File: src/rtl/difficulty_pkg.sv
// Shared types and default pacing constants for the difficulty scheduler slice.
package difficulty_pkg;

    localparam int PERIOD_W = 10;
    localparam int DIFF_W   = 4;
    localparam int RNG_W    = 16;

    localparam logic [PERIOD_W-1:0] DEF_PERIOD_INIT  = 10'd150;
    localparam logic [PERIOD_W-1:0] DEF_PERIOD_FLOOR = 10'd100;
    localparam logic [PERIOD_W-1:0] DEF_PERIOD_FINAL = 10'd90;
    localparam logic [DIFF_W-1:0]   DEF_DIFF_INIT    = 4'd4;
    localparam logic [DIFF_W-1:0]   DEF_DIFF_MIN     = 4'd1;
    localparam logic [RNG_W-1:0]    DEF_THRESH_INIT  = 16'h80FF;
    localparam logic [RNG_W-1:0]    DEF_THRESH_STEP  = 16'd50;

    typedef enum logic [1:0] {
        IDLE  = 2'd0,
        RUN   = 2'd1,
        MAXED = 2'd2
    } state_e;

endpackage

File: src/rtl/difficulty_scheduler_rng_threshold.sv
// Decaying RNG threshold: reload on transition/start, saturating step-down on a miss.
// hit is combinational from the current threshold; the update lands one cycle later.
module rng_threshold
    import difficulty_pkg::*;
#(
    parameter logic [RNG_W-1:0] THRESH_INIT = DEF_THRESH_INIT,
    parameter logic [RNG_W-1:0] THRESH_STEP = DEF_THRESH_STEP
) (
    input  logic             Clk,
    input  logic             Rst,
    input  logic             reload,
    input  logic             dec,
    input  logic [RNG_W-1:0] rng_q,
    output logic             hit
);

    logic [RNG_W-1:0] thresh_q, thresh_d;

    always_comb begin
        thresh_d = thresh_q;
        if (reload) begin
            thresh_d = THRESH_INIT;
        end else if (dec) begin
            // Clamp at zero so a long dry spell cannot wrap to a near-impossible threshold.
            thresh_d = (thresh_q > THRESH_STEP) ? (thresh_q - THRESH_STEP) : '0;
        end
    end

    always_ff @(posedge Clk) begin
        if (!Rst) begin
            thresh_q <= THRESH_INIT;
        end else begin
            thresh_q <= thresh_d;
        end
    end

    assign hit = (rng_q > thresh_q);

endmodule

File: src/rtl/difficulty_scheduler.sv
// Game pacing: decides surface transitions per tick and tightens tick period / spacing.
// All outputs registered, one cycle after GameTick or Start; Pause holds all state.
module difficulty_scheduler
    import difficulty_pkg::*;
#(
    parameter logic [PERIOD_W-1:0] PERIOD_INIT  = DEF_PERIOD_INIT,
    parameter logic [PERIOD_W-1:0] PERIOD_FLOOR = DEF_PERIOD_FLOOR,
    parameter logic [PERIOD_W-1:0] PERIOD_FINAL = DEF_PERIOD_FINAL,
    parameter logic [DIFF_W-1:0]   DIFF_INIT    = DEF_DIFF_INIT,
    parameter logic [DIFF_W-1:0]   DIFF_MIN     = DEF_DIFF_MIN,
    parameter logic [RNG_W-1:0]    THRESH_INIT  = DEF_THRESH_INIT,
    parameter logic [RNG_W-1:0]    THRESH_STEP  = DEF_THRESH_STEP
) (
    input  logic                Clk,
    input  logic                Rst,
    input  logic                Start,
    input  logic                Run,
    input  logic                Pause,
    input  logic                GameTick,
    input  logic [RNG_W-1:0]    RngQ,
    output logic                TransTick,
    output logic [PERIOD_W-1:0] TickPeriod,
    output logic [DIFF_W-1:0]   TransDiff,
    output logic [3:0]          Level,
    output logic                Maxed,
    output logic                CfgUpd
);

    state_e              state_q, state_d;
    logic [PERIOD_W-1:0] period_q, period_d;
    logic [DIFF_W-1:0]   diff_q, diff_d;
    logic [3:0]          level_q, level_d;
    logic                maxed_q, maxed_d;
    logic                trans_q, trans_d;
    logic                cfg_q, cfg_d;
    logic                tick_ok;
    logic                hit;

    // Start and a falling Run both pre-empt a tick in the same cycle.
    assign tick_ok = GameTick && !Pause && Run && !Start && (state_q != IDLE);

    rng_threshold #(
        .THRESH_INIT (THRESH_INIT),
        .THRESH_STEP (THRESH_STEP)
    ) u_thresh (
        .Clk    (Clk),
        .Rst    (Rst),
        .reload (Start || (tick_ok && hit)),
        .dec    (tick_ok && !hit),
        .rng_q  (RngQ),
        .hit    (hit)
    );

    always_comb begin
        state_d  = state_q;
        period_d = period_q;
        diff_d   = diff_q;
        level_d  = level_q;
        maxed_d  = maxed_q;
        trans_d  = 1'b0;
        cfg_d    = 1'b0;

        if (Start) begin
            period_d = PERIOD_INIT;
            diff_d   = DIFF_INIT;
            level_d  = 4'd0;
            maxed_d  = 1'b0;
            state_d  = Run ? RUN : IDLE;
        end else if (state_q != IDLE && !Run) begin
            state_d = IDLE;
        end else if (tick_ok && hit) begin
            trans_d = 1'b1;
            if (state_q == RUN) begin
                if (period_q > PERIOD_FLOOR) begin
                    period_d = period_q - 1'b1;
                end else if (diff_q > DIFF_MIN) begin
                    diff_d   = diff_q - 1'b1;
                    period_d = PERIOD_INIT;
                    level_d  = (level_q == 4'hF) ? level_q : level_q + 1'b1;
                end else begin
                    period_d = PERIOD_FINAL;
                    level_d  = (level_q == 4'hF) ? level_q : level_q + 1'b1;
                    maxed_d  = 1'b1;
                    state_d  = MAXED;
                end
            end
        end

        cfg_d = Start || (period_d != period_q) || (diff_d != diff_q);
    end

    always_ff @(posedge Clk) begin
        if (!Rst) begin
            state_q  <= IDLE;
            period_q <= PERIOD_INIT;
            diff_q   <= DIFF_INIT;
            level_q  <= 4'd0;
            maxed_q  <= 1'b0;
            trans_q  <= 1'b0;
            cfg_q    <= 1'b0;
        end else begin
            state_q  <= state_d;
            period_q <= period_d;
            diff_q   <= diff_d;
            level_q  <= level_d;
            maxed_q  <= maxed_d;
            trans_q  <= trans_d;
            cfg_q    <= cfg_d;
        end
    end

    assign TransTick  = trans_q;
    assign TickPeriod = period_q;
    assign TransDiff  = diff_q;
    assign Level      = level_q;
    assign Maxed      = maxed_q;
    assign CfgUpd     = cfg_q;

endmodule
File: config.mk
export PLATFORM = sky130hd
export DESIGN_NAME = difficulty_scheduler
export DESIGN_NICKNAME = d
export VERILOG_FILES = /design/src/rtl/difficulty_pkg.sv /design/src/rtl/difficulty_scheduler_rng_threshold.sv /design/src/rtl/difficulty_scheduler.sv
export SDC_FILE = /design/constraint.sdc
export NUM_CORES = 1
export LEC_CHECK = 0
export BUFFER_PORTS_ARGS = -buffer_cell sky130_fd_sc_hd__buf_2
export CORE_UTILIZATION = 51
export CTS_CLUSTER_SIZE = 25
export DETAILED_ROUTE_END_ITERATION = 10
export PLACE_DENSITY = 0.76
export SYNTH_ARGS = -nofsm -noshare
export SYNTH_HDL_FRONTEND = slang
export SYNTH_SLANG_ARGS = --single-unit
File: constraint.sdc
create_clock -name Clk -period 2.7 [get_ports Clk]
set_clock_uncertainty 0.05 [all_clocks]
set_input_delay 0.27 -clock Clk [delete_from_list [all_inputs] [get_ports Clk]]
set_output_delay 0.27 -clock Clk [all_outputs]
set_load 0.01 [all_outputs]
==> flow_metrics.py <==
metrics = {
    "run_status": {
        "status": "finished clean",
    },
    "pwr": {
        "internal-power_mw": 0.921,
        "p_leak_nw": 1.29,
        "switchingPower_mw": 0.258,
        "worst_ir_drop_vdd_mv": 0.416,
        "cellPowerDensity_mw_per_mm2": 382,
        "clock_power_share": 0.427,
        "power_frac_comb": 0.084,
        "swShare": 0.219,
        "seqPwrFrac": 0.490,
    },
    "place": {
        "hpwl_mm": 5.16,
        "gp_congestion": 0.972,
        "portBuffers": 42,
    },
    "clock_network": {
        "cts-buffers-inserted": 5,
        "clkLatencyLatePin_ns": 0.29,
        "cts_tree": "built",
        "ctsHtreeMaxLevel": 2,
        "cts.sinks": 39,
        "clockBufferDepth": 2,
        "cts-root-buf": "clkbuf_8",
        "clk_pin_slew_ns": 0.08,
    },
    "synthesis": {
        "ys_seq_elements": 39,
        "syn_area_per_cell_um2": 7.82,
        "synth_area_leaders": "dfxtp_1, ha_1, a21oi_1, o21ai_0, nor2_1",
        "synth.largest_area_cell": "dfxtp_1",
        "netlist_top_cells_count": "dfxtp_1, a21oi_1, nor2_1",
        "synth_top_area_share": 0.312,
        "syn_nets": 364,
        "yosys_warnings": 0,
        "synth.distinct_cells": 46,
        "syn_area_mm2": 0.00250,
        "synth-edff-count": 0,
        "synthFlopType": "dfxtp_1",
        "seq_area_frac_synth": 0.312,
        "syn_inst": 320,
        "async_flop_share": 0,
        "synth.most_common_cell": "dfxtp_1",
    },
    "worst_setup_path": {
        "required_ns": 2.87,
        "cp.depth": 9,
        "cp.arrival_ns": 2.78,
        "r2r_cells": 9,
        "critPathKind": "reg -> reg",
        "end_kind": "flip-flop",
        "slowest_stage": "o22ai_1",
        "rrSetupSlack_ns": 0.09,
        "path_delay_family": "compound AO/OA/AOI/OAI gates",
        "r2r-end": "Level[0]",
        "worstPathCellList": "inv_1 -> ha_1 -> nand4_1 -> or2_1 -> o22ai_1 -> o31ai_2 -> buf_4 -> or3_1 -> a21oi_1",
        "crit_path_end": "Level[0]",
        "crit_buf_inv": 2,
        "rr_startpoint": "u_thresh.thresh_q[11]",
        "crit_path_start": "u_thresh.thresh_q[11]",
        "max_stage_delay_ns": 0.40,
        "critical_path.max_fanout": 6,
        "cp-start-kind": "flip-flop",
    },
    "sta": {
        "rsz0062_at_grt": "true",
        "setup_tns_ns": 0,
        "tightest_slew_ns": 0.547,
        "hold_viol_final": 0,
        "slew_viol_final": 0,
        "relSlewSlack": 0.630,
        "max_freq_ghz": 0.383,
        "finalSetupViolCount": 0,
        "min_period_ns": 2.61,
        "hold_slack_ns": 0.181,
        "min_period_over_period": 0.967,
    },
    "die": {
        "die-area_mm2": 0.00519,
        "rows": 25,
        "die_x_um": 72.1,
        "die_h_um": 72.1,
        "initial_utilization": 0.530,
        "core_mm2": 0.00472,
        "io_pins": 43,
    },
    "global_routing": {
        "grt_pass1_vias": 2342,
        "antenna_found_initial": 0,
        "grt-ovfl-total": 0,
        "grt_start_max_net_pins": 20,
        "grt_use_total": 0.264,
        "grt_pass1_wl_mm": 10.8,
    },
    "flow_run": {
        "drv_cap": 0,
    },
    "route": {
        "vias_per_cell": 6.06,
        "wl_per_cell_um": 15.3,
        "first_iter_violations": 261,
        "ant_nets": 0,
        "wirelength_mm": 6.88,
        "via_count": 2719,
        "dr.pass1.iters": 7,
        "drc": 0,
    },
    "finish": {
        "syn_to_final_growth_pct": 23.2,
        "drive_above_1_share": 0.241,
        "diodes": 0,
        "fillers": 397,
        "fin_nets": 425,
    },
    "hold_path": {
        "min_path_type": "in -> reg",
    },
}
==> worst min path at each step <==
stage,from,to,slack [ns],depth (start not counted)
4_1_cts,Run,state_q[0],0.17,3
3_3_place_gp,TickPeriod[9],TickPeriod[9],0.38,2
2_1_floorplan,Run,state_q[1],0.33,2
3_5_place_dp,TickPeriod[9],TickPeriod[9],0.40,2
6_report,Run,state_q[0],0.18,3
5_1_grt,Run,state_q[0],0.17,3
==> power by group through the flow <==
| stage | combinational [mW] | sequential, mW | clock [mW] |
|---|---|---|---|
| 2_1_floorplan | 0.0455 | 0.591 | 0 |
| 3_3_place_gp | 0.0844 | 0.591 | 0 |
| 3_5_place_dp | 0.0869 | 0.591 | 0 |
| 4_1_cts | 0.0875 | 0.578 | 0.510 |
| 5_1_grt | 0.107 | 0.578 | 0.533 |
| 6_report | 0.0985 | 0.578 | 0.503 |
==> metal layers <==
layer  vias up  GRT usage  part of all wire
li1       1330          -                 -
met1      1269      0.362              0.45
met2       103      0.429              0.47
met3        17     0.0431             0.065
met4         0     0.0741             0.017
met5         -          0                 0
==> cell type report <==
type | instances | area (um^2) | share of cell area
tap | 67 | 83.8 | 0.0272
clock inverter | 2 | 35.0 | 0.0114
clock buffer | 6 | 82.6 | 0.0268
inverter | 23 | 86.3 | 0.0280
timing repair buffer | 70 | 420 | 0.136
multi-input combinational | 242 | 1590 | 0.517
sequential | 39 | 782 | 0.254
==> through the flow <==
stage | utilization | setup slack, ns | std cells | cell area [um^2] | total power, mW
final | 0.653 | 0.0897 | 449 | 3080 | 1.18
after detailed placement | 0.617 | 0.0359 | 438 | 2910 | 0.678
after CTS | 0.642 | 0.0728 | 446 | 3030 | 1.18
after floorplan | - | 0.0986 | 320 | 2500 | 0.637
after global routing | 0.653 | -0.0856 | 449 | 3080 | 1.22
after global placement | 0.617 | 0.0919 | 438 | 2910 | 0.675
==> sequential cells by signal (all words and copies together) (netlist names) <==
name,cells
TickPeriod,10
u_thresh.thresh_q,16
TransDiff,4
TransTick,1
Maxed,1
Level,4
state_q,2
CfgUpd,1
==> worst min-delay path, stage by stage <==
cell     delay [ns]
buf_2          0.12
nand2_1        0.05
a21oi_1        0.04
==> timing repair <==
item                       in CTS  in global routing
buffers inserted                0                  3
hold buffers                    0                  0
setup endpoints to repair       1                 25
gates resized for setup         1                  7
pin swaps                       0                  1
==> cells in the final DEF, fill, tap and decap left out, types with 3 or more instances in the layout <==
master and n:
a211oi_1 6, a211oi_2 3, a21oi_1 26, a31o_2 3, a31oi_1 5, and2_1 3, buf_2 42, buf_4 28
clkbuf_8 6, dfxtp_1 38, ha_1 22, inv_1 23, nand2_1 19, nand2b_1 4, nand3_1 12, nand4_1 11
nor2_1 26, nor2b_1 3, nor3_1 13, nor4_1 3, o2111ai_1 3, o211ai_1 6, o21a_1 5, o21ai_0 20
o311ai_0 3, o31ai_1 10, or3_1 4, or4_1 6
==> kinds of logic after synthesis <==
group | after synthesis | share of synthesized area
simple gates | 116 | 0.243
compound gates | 104 | 0.272
buf+inv | 39 | 0.0630
flops | 39 | 0.312
fa+ha+maj | 22 | 0.110
(Power assumes the default switching activity.)
